$ cat src/rtl/ced_pkg.sv
// rtl/ced_pkg.sv - shared constants, FSM state type and parity helpers for the AES CED monitor
package ced_pkg;

  localparam int FN_SB = 0;
  localparam int FN_SR = 1;
  localparam int FN_MX = 2;
  localparam int FN_KX = 3;

  localparam logic [3:0] NO_FAULT_ROUND = 4'hF;

  typedef enum logic [1:0] {
    ST_IDLE    = 2'd0,
    ST_MONITOR = 2'd1,
    ST_DONE    = 2'd2
  } ced_state_e;

  function automatic logic byte_par(input logic [7:0] b);
    return ^b;
  endfunction

  function automatic logic [15:0] state_par16(input logic [127:0] s);
    logic [15:0] p;
    p = '0;
    for (int i = 0; i < 16; i++) p[i] = byte_par(s[8*i +: 8]);
    return p;
  endfunction

  // Byte i = 4*col + row, so a column is one contiguous 32-bit slice.
  function automatic logic [7:0] col_xor(input logic [127:0] s, input int col);
    return s[32*col +: 8] ^ s[32*col+8 +: 8] ^ s[32*col+16 +: 8] ^ s[32*col+24 +: 8];
  endfunction

endpackage

$ cat src/rtl/ced_check_comb.sv
// rtl/ced_check_comb.sv - combinational per-function invariant checks with round gating
module ced_check_comb
  import ced_pkg::*;
#(
  parameter int NUM_ROUNDS = 10
) (
  input  logic [3:0]   round_idx,
  input  logic [15:0]  parity_pred,
  input  logic [127:0] data_out_sb,
  input  logic [127:0] data_in_sr,
  input  logic [127:0] data_out_sr,
  input  logic [127:0] data_in_mx,
  input  logic [127:0] data_out_mx,
  input  logic [127:0] data_in_kx,
  input  logic [127:0] data_out_kx,
  input  logic [127:0] round_key,
  output logic [3:0]   err
);

  localparam logic [3:0] LAST_ROUND = 4'(NUM_ROUNDS);

  logic [15:0] sr_in_p;
  logic [15:0] sr_perm_p;
  logic [3:0]  raw;

  always_comb begin
    sr_in_p   = state_par16(data_in_sr);
    sr_perm_p = '0;
    // out(row r, col c) is sourced from in(row r, col (c+r) mod 4)
    for (int c = 0; c < 4; c++) begin
      for (int r = 0; r < 4; r++) begin
        sr_perm_p[4*c+r] = sr_in_p[4*((c+r)%4)+r];
      end
    end

    raw         = '0;
    raw[FN_SB]  = |(state_par16(data_out_sb) ^ parity_pred);
    raw[FN_SR]  = |(state_par16(data_out_sr) ^ sr_perm_p);
    for (int c = 0; c < 4; c++) begin
      if (col_xor(data_out_mx, c) != col_xor(data_in_mx, c)) raw[FN_MX] = 1'b1;
    end
    raw[FN_KX]  = |(state_par16(data_out_kx) ^ state_par16(data_in_kx) ^ state_par16(round_key));

    err = '0;
    if (round_idx == 4'd0) begin
      err[FN_KX] = raw[FN_KX];
    end else if (round_idx < LAST_ROUND) begin
      err = raw;
    end else if (round_idx == LAST_ROUND) begin
      err        = raw;
      err[FN_MX] = 1'b0;
    end
  end

endmodule

$ cat src/rtl/ced_fault_monitor.sv
// rtl/ced_fault_monitor.sv - AES CED monitor top: FSM, one-stage check pipeline, sticky fault flags
// Optional CED_FAULT_COUNT_EN adds a saturating fault_count output.
module ced_fault_monitor
  import ced_pkg::*;
#(
  parameter int NUM_ROUNDS = 10,
  parameter int CNT_W      = 8
) (
  input  logic         clock,
  input  logic         reset,
  input  logic         start,
  input  logic         finish,
  input  logic         round_valid,
  input  logic [3:0]   round_idx,
  input  logic [15:0]  parity_pred,
  input  logic [127:0] data_in_sb,
  input  logic [127:0] data_out_sb,
  input  logic [127:0] data_in_sr,
  input  logic [127:0] data_out_sr,
  input  logic [127:0] data_in_mx,
  input  logic [127:0] data_out_mx,
  input  logic [127:0] data_in_kx,
  input  logic [127:0] data_out_kx,
  input  logic [127:0] round_key,
  output logic         busy,
  output logic         fault_detected,
  output logic [3:0]   fault_location,
  output logic [3:0]   first_fault_round
`ifdef CED_FAULT_COUNT_EN
  ,
  output logic [CNT_W-1:0] fault_count
`endif
);

  ced_state_e state_q, state_d;
  logic [3:0] err_comb, err_q, err_d, round_q, round_d;
  logic       det_q, det_d, sample_en, hit;
  logic [3:0] loc_q, loc_d, first_q, first_d;

  // S-box input is not covered by any invariant; parity prediction stands in for it.
  logic unused_sb_in;
  assign unused_sb_in = ^data_in_sb;

  ced_check_comb #(.NUM_ROUNDS(NUM_ROUNDS)) u_check (
    .round_idx   (round_idx),
    .parity_pred (parity_pred),
    .data_out_sb (data_out_sb),
    .data_in_sr  (data_in_sr),
    .data_out_sr (data_out_sr),
    .data_in_mx  (data_in_mx),
    .data_out_mx (data_out_mx),
    .data_in_kx  (data_in_kx),
    .data_out_kx (data_out_kx),
    .round_key   (round_key),
    .err         (err_comb)
  );

  always_ff @(posedge clock) begin
    if (!reset) state_q <= ST_IDLE;
    else        state_q <= state_d;
  end

  always_comb begin
    state_d = state_q;
    case (state_q)
      ST_IDLE:    if (start) state_d = ST_MONITOR;
      ST_MONITOR: if (!start && finish) state_d = ST_DONE;
      ST_DONE:    if (start) state_d = ST_MONITOR;
      default:    state_d = ST_IDLE;
    endcase
  end

  always_comb begin
    busy      = (state_q == ST_MONITOR);
    sample_en = busy && round_valid && !start;
  end

  // The sample taken alongside finish still drains through err_q into the sticky flags.
  always_comb begin
    err_d   = sample_en ? err_comb : 4'h0;
    round_d = round_idx;
    hit     = |err_q;
    det_d   = det_q | hit;
    loc_d   = loc_q | err_q;
    first_d = (hit && first_q == NO_FAULT_ROUND) ? round_q : first_q;
    if (start) begin
      err_d   = 4'h0;
      det_d   = 1'b0;
      loc_d   = 4'h0;
      first_d = NO_FAULT_ROUND;
    end
  end

  always_ff @(posedge clock) begin
    if (!reset) begin
      err_q   <= 4'h0;
      round_q <= 4'h0;
      det_q   <= 1'b0;
      loc_q   <= 4'h0;
      first_q <= NO_FAULT_ROUND;
    end else begin
      err_q   <= err_d;
      round_q <= round_d;
      det_q   <= det_d;
      loc_q   <= loc_d;
      first_q <= first_d;
    end
  end

  assign fault_detected    = det_q;
  assign fault_location    = loc_q;
  assign first_fault_round = first_q;

`ifdef CED_FAULT_COUNT_EN
  logic [CNT_W-1:0] cnt_q, cnt_d;

  always_comb begin
    cnt_d = cnt_q;
    if (start)                  cnt_d = '0;
    else if (hit && !(&cnt_q))  cnt_d = cnt_q + CNT_W'(1);
  end

  always_ff @(posedge clock) begin
    if (!reset) cnt_q <= '0;
    else        cnt_q <= cnt_d;
  end

  assign fault_count = cnt_q;
`else
  logic [CNT_W-1:0] unused_cnt_w;
  assign unused_cnt_w = '0;
`endif

endmodule

$ cat config.mk
export PLATFORM = sky130hd
export DESIGN_NAME = ced_fault_monitor
export DESIGN_NICKNAME = d
export VERILOG_FILES = /design/src/rtl/ced_pkg.sv /design/src/rtl/ced_check_comb.sv /design/src/rtl/ced_fault_monitor.sv
export SDC_FILE = /design/constraint.sdc
export NUM_CORES = 1
export LEC_CHECK = 0
export ABC_AREA = 1
export BUFFER_PORTS_ARGS = -buffer_cell sky130_fd_sc_hd__buf_2
export CORE_AREA = 5 5 453 455
export CTS_CLUSTER_SIZE = 12
export DETAILED_ROUTE_END_ITERATION = 8
export DIE_AREA = 0 0 458 460
export HOLD_SLACK_MARGIN = 0.02
export PLACE_DENSITY = 0.34
export SLEW_MARGIN = 10
export SYNTH_ARGS = -nofsm -noshare
export SYNTH_HDL_FRONTEND = slang
export SYNTH_HIERARCHICAL = 1
export SYNTH_SLANG_ARGS = --single-unit
$ cat constraint.sdc
create_clock -name clock -period 3.4 [get_ports clock]
set_input_delay 0.17 -clock clock [delete_from_list [all_inputs] [get_ports clock]]
set_output_delay 0.17 -clock clock [all_outputs]
set_load 0.05 [all_outputs]
**After elaboration in Yosys (flattened, before gate mapping)**

Cells that the tools add are included.

- $lt $le $gt $ge: 1
- Equal/unequal tests: 10
- Multiplexer cells: 10
- Bitwise logic cells: 32
- Reduce and logical (&&, ||, !) cells: 112

Operators by type and width:

| kind | count |
|---|---|
| $reduce_xor 8->1 | 96 |
| $xor 8x8->8 | 24 |
| $xor 16x16->16 | 4 |
| $reduce_or 16->1 | 3 |
| $ne 8x8->1 | 4 |
| $eq 4x4->1 const B | 2 |
| $mux 4 | 2 |
| $reduce_or 4->1 | 2 |
| $mux 1 | 5 |
| $logic_and 1x1->1 | 4 |
| $logic_not 4->1 | 1 |
| $lt 4x4->1 const B | 1 |
| $mux 2 | 2 |
| $ne 2x1->1 const B | 2 |
| $or 4x4->4 | 1 |
| $pmux 2 s2 | 1 |
| $reduce_or 2->1 | 2 |
| $reduce_or 3->1 | 1 |
| $eq 2x1->1 const B | 1 |
| $eq 2x2->1 const B | 1 |
| $logic_not 2->1 | 1 |
| $not 1->1 | 2 |
| $reduce_and 2->1 | 1 |
| $logic_not 1->1 | 1 |
| $or 1x1->1 | 1 |

- Bits in registers: 19
- Input port bits: 1,177
- Output and inout bits: 10
- Word-level logic and storage cells: 172

**Logic depth before layout (Yosys ltp)**

- Word-level depth: 10
- Mapped depth: 19
- Gate-level depth less buffers: 19

**Cells and area by module**

Netlist, hierarchy kept.

Modules (own cells, without submodules):

| module | instances | cells an instance | area each (um^2) |
|---|---|---|---|
| ced_check_comb | 1 | 2,353 | 13,082.5 |
| ced_fault_monitor | 1 | 78 | 649.4 |

**Least setup slack after synthesis**

No wires, ideal clock.

- Kind: input to register
- Start: input round_key[107]
- End: register err_q[3]
- Arrival time: 1.232 ns
- Required time: 3.289 ns
- Slack: 2.057 ns
- Cell stages on the path: 14
- Buffers on the path: 0
- Cell sequence: xor2_1 > or2_2 > nand2_1 > nand2_1 > nand2_1 > inv_1 > nand2_1 > nand2_1 > nor2_1 > nand2_1 > nor2_1 > a21oi_1 > inv_1 > nor2_1

- Longest elaborated chain between the ends: 6

RTL lines:

| item | line | text |
|---|---|---|
| from (decl) | ced_fault_monitor.sv:24 | `input logic [127:0] round_key,` |
| $reduce_xor 8->1 * | ced_pkg.sv:18 | `return ^b;` |
| $xor 16x16->16 * | ced_check_comb.sv:42 | `raw[FN_KX] = \|(state_par16(data_out_kx) ^ state_par16(data_in_kx) ^ state_par16(round_key));` |
| $reduce_or 16->1 * | ced_check_comb.sv:42 |  |
| $mux 4 | ced_check_comb.sv:49 | `end else if (round_idx == LAST_ROUND) begin` |
| $mux 4 | ced_check_comb.sv:47 | `end else if (round_idx < LAST_ROUND) begin` |
| $mux 1 * | ced_check_comb.sv:45 | `if (round_idx == 4'd0) begin` |
| named net err_comb[3] | ced_fault_monitor.sv:36 | `logic [3:0] err_comb, err_q, err_d, round_q, round_d;` |
| to (signal assigned) | ced_fault_monitor.sv:102 | `err_q <= err_d;` |
| to (decl) | ced_fault_monitor.sv:36 |  |

The timed path passes the listed nets; every way through them passes the cells marked *.
A chain may end at the register's enable or synchronous reset.

**Worst setup path in the final report**

- Start: input data_in_sr[74]
- End: register err_q[1]

- Longest elaborated chain between the ends: 5

RTL lines:

| item | line | text |
|---|---|---|
| from (decl) | ced_fault_monitor.sv:18 | `input logic [127:0] data_in_sr,` |
| $reduce_xor 8->1 * | ced_pkg.sv:18 |  |
| $xor 16x16->16 * | ced_check_comb.sv:38 | `raw[FN_SR] = \|(state_par16(data_out_sr) ^ sr_perm_p);` |
| $reduce_or 16->1 * | ced_check_comb.sv:38 |  |
| $mux 4 | ced_check_comb.sv:49 |  |
| $mux 4 * | ced_check_comb.sv:47 |  |

Every way passes the cells marked *; elsewhere a longest branch is shown, timed or not.

==> impl_metrics.ini <==
[sta]
setup-violations-final = 0
period_needed_ns = 2.28
slew_headroom_pct = 45.0
fin_skew_ns = 0.00256
tightestPinTransition_ns = 0.819
slew_violations = 0
fmax_mhz = 440
final-hold-violation-count = 0
tns_ns = 0
period_share_pct = 66.9
rsz0062_at_grt = no

[setup_path]
critical_path_class = input pin to flip-flop
cp-start-kind = input pin
reg2reg_to = first_fault_round[2]
cp.arrival_ns = 2.44
r2r_slack_ns = 2.27
worst-path-max-fanout = 2
r2r_cells = 5
cp-end-kind = flip-flop
cp.required_ns = 3.56
rr_startpoint = err_q[0]

[final_layout]
syn_to_final_growth_pct = 64.6
nFillCells = 23600
final_nets = 4684
mostFrequentLayoutCell = nand2_1
final_cell_mix = nand2_1, buf_2, xnor2_1
fin_area_mm2 = 0.0226
drive_gt1_share_pct = 31.0

[status]
status = finished clean

[min_path]
worstHoldStart = round_idx[0]
holdPathEnd = round_q[0]
hp-class = input pin to flip-flop
hold_depth = 3

[power]
p_leak_nw = 11.8
peakVddDrop_v = 0.000112
p_per_area_mw_per_mm2 = 206

[place]
gp_congestion = 0.904
postPlaceCellArea_mm2 = 0.0225
hpwlAfterDp_um = 86200
placement.io_buffers = 1058

[logic_synthesis]
syn_area_mm2 = 0.0137
seq_area_frac_synth_pct = 2.77
syn_nets = 3608
syn_avg_cell_area_um2 = 5.65
ys_ff_latch = 19
synthDistinctLibCells = 19
synth_cells = 2431
yosys_warnings = 6

[run]
drv_cap = 0

[clock_network]
tritoncts = done
clock-root-buffer = clkbuf_16
clock_sinks = 19
clk_pin_slew_ns = 0.06
h-tree-depth = 1
cts_buffer_depth = 2
post_cts_resized = 0
postCtsSetupRepairBufs = 0
cts_buffers = 3
cts_hold_buf = 0
clkLatencyLatePin_ns = 0.26

[global_route]
grt.total_usage_pct = 7.91
grt_first_pass_wirelength_um = 120000
grt-ovfl-total = 0
antenna_found_initial = 56
grt_pass1_vias = 17400
grt_max_degree = 11

[detailed_routing]
wire_per_inst_um = 14.4
drtIter0Drc = 628
via_per_inst = 2.83
ant_nets = 0
totalWireLength_um = 89300
vias = 17500
drt_first_pass_iters = 5
drc = 0

[die]
die_height_um = 460
dieWidth_um = 458
io_pins = 1187
rows = 165
dieArea_mm2 = 0.211
start_util_pct = 6.84
core_mm2 = 0.201
==> cells by family after synthesis <==
family	count (synthesis)	share of synthesized area [%]
flops	19	2.77
buf+inv	253	6.92
compound gates	12	0.474
xor+xnor	815	52.0
simple gates	1332	37.9
==> critical path: stages <==
cell and delay (ns):
buf_2 0.16, xnor2_1 0.15, xnor2_1 0.49, inv_1 0.09, nand2_1 0.07, nand2_1 0.09
inv_1 0.06, nand2_1 0.05, nand2_1 0.10, nand2_1 0.14, nor2_1 0.13, nand2_1 0.09
nor2_1 0.45, nor2_1 0.08, inv_1 0.07, nor2_1 0.04
==> state kept, by name, summed over array words and instances, names as in the netlist <==
register           count
err_q                  4
fault_detected         1
fault_location         4
first_fault_round      4
round_q                4
state_q                2
==> cells in the mapped netlist <==
cell type | instances | area [um2]
nand4_1 | 9 | 56.3
or2_1 | 1 | 6.26
and2_1 | 1 | 6.26
dfxtp_1 | 19 | 380
or2_2 | 5 | 31.3
a21oi_1 | 8 | 40.0
nand3_4 | 1 | 17.5
nor2_4 | 2 | 22.5
nand2b_1 | 5 | 31.3
nand2_1 | 1149 | 4310
o21ai_0 | 2 | 10.0
xor2_1 | 286 | 2500
nor2_1 | 66 | 248
o21a_1 | 2 | 15.0
nor2_2 | 1 | 6.26
inv_2 | 1 | 3.75
inv_1 | 252 | 946
nand3_1 | 92 | 460
xnor2_1 | 529 | 4630
==> area by class of cell <==
cell class                 instances  area [um2]  share of cell area (%)
multi-input combinational       2159       12400                    54.9
timing repair buffer            1071        5390                    23.9
tap                             2672        3340                    14.8
inverter                         253         950                    4.20
sequential                        19         380                    1.68
clock buffer                       4        78.8                   0.349
antenna                           16        40.0                   0.177
==> stage by stage <==
step / setup slack (ns) / power [mW] / std cells / util [%] / hold slack, ns
3_3_place_gp: 0.585 / 4.55 / 6174 / 11.2 / 0.374
6_report: 1.12 / 4.65 / 6194 / 11.3 / 0.104
3_5_place_dp: 0.611 / 4.58 / 6174 / 11.2 / 0.372
4_1_cts: 0.884 / 4.87 / 6178 / 11.2 / 0.0948
5_1_grt: 0.754 / 5.28 / 6181 / 11.2 / 0.116
2_1_floorplan: 2.06 / 2.71 / 2431 / - / 0.263
==> report_power, final <==
| part | internal (mW) | switching [mW] | leakage (nW) |
|---|---|---|---|
| clock | 0.160 | 0.0930 | 0.0383 |
| combinational | 1.77 | 2.40 | 11.6 |
| sequential | 0.229 | 0.00271 | 0.155 |
==> worst max path at each step <==
| stage | start | depth (start not counted) | slack, ns | to |
|---|---|---|---|---|
| CTS | data_in_sr[74] | 16 | 0.88 | err_q[1] |
| floorplan | round_key[107] | 14 | 2.06 | err_q[3] |
| global placement | data_in_sr[74] | 16 | 0.59 | err_q[1] |
| detailed placement | data_in_sr[74] | 16 | 0.61 | err_q[1] |
| global route | data_in_sr[74] | 16 | 0.75 | err_q[1] |
| finish | data_in_sr[74] | 16 | 1.12 | err_q[1] |
==> per-layer routing <==
| layer | vias up | global-route usage (%) | share of wire, % |
|---|---|---|---|
| met5 | - | 0 | 0.14 |
| met3 | 85 | 1.41 | 7.3 |
| met1 | 7341 | 9.61 | 41 |
| met2 | 747 | 14.7 | 50 |
| li1 | 9341 | - | - |
| met4 | 20 | 1.28 | 1.5 |
No activity file was read; power rests on OpenSTA's default activity.
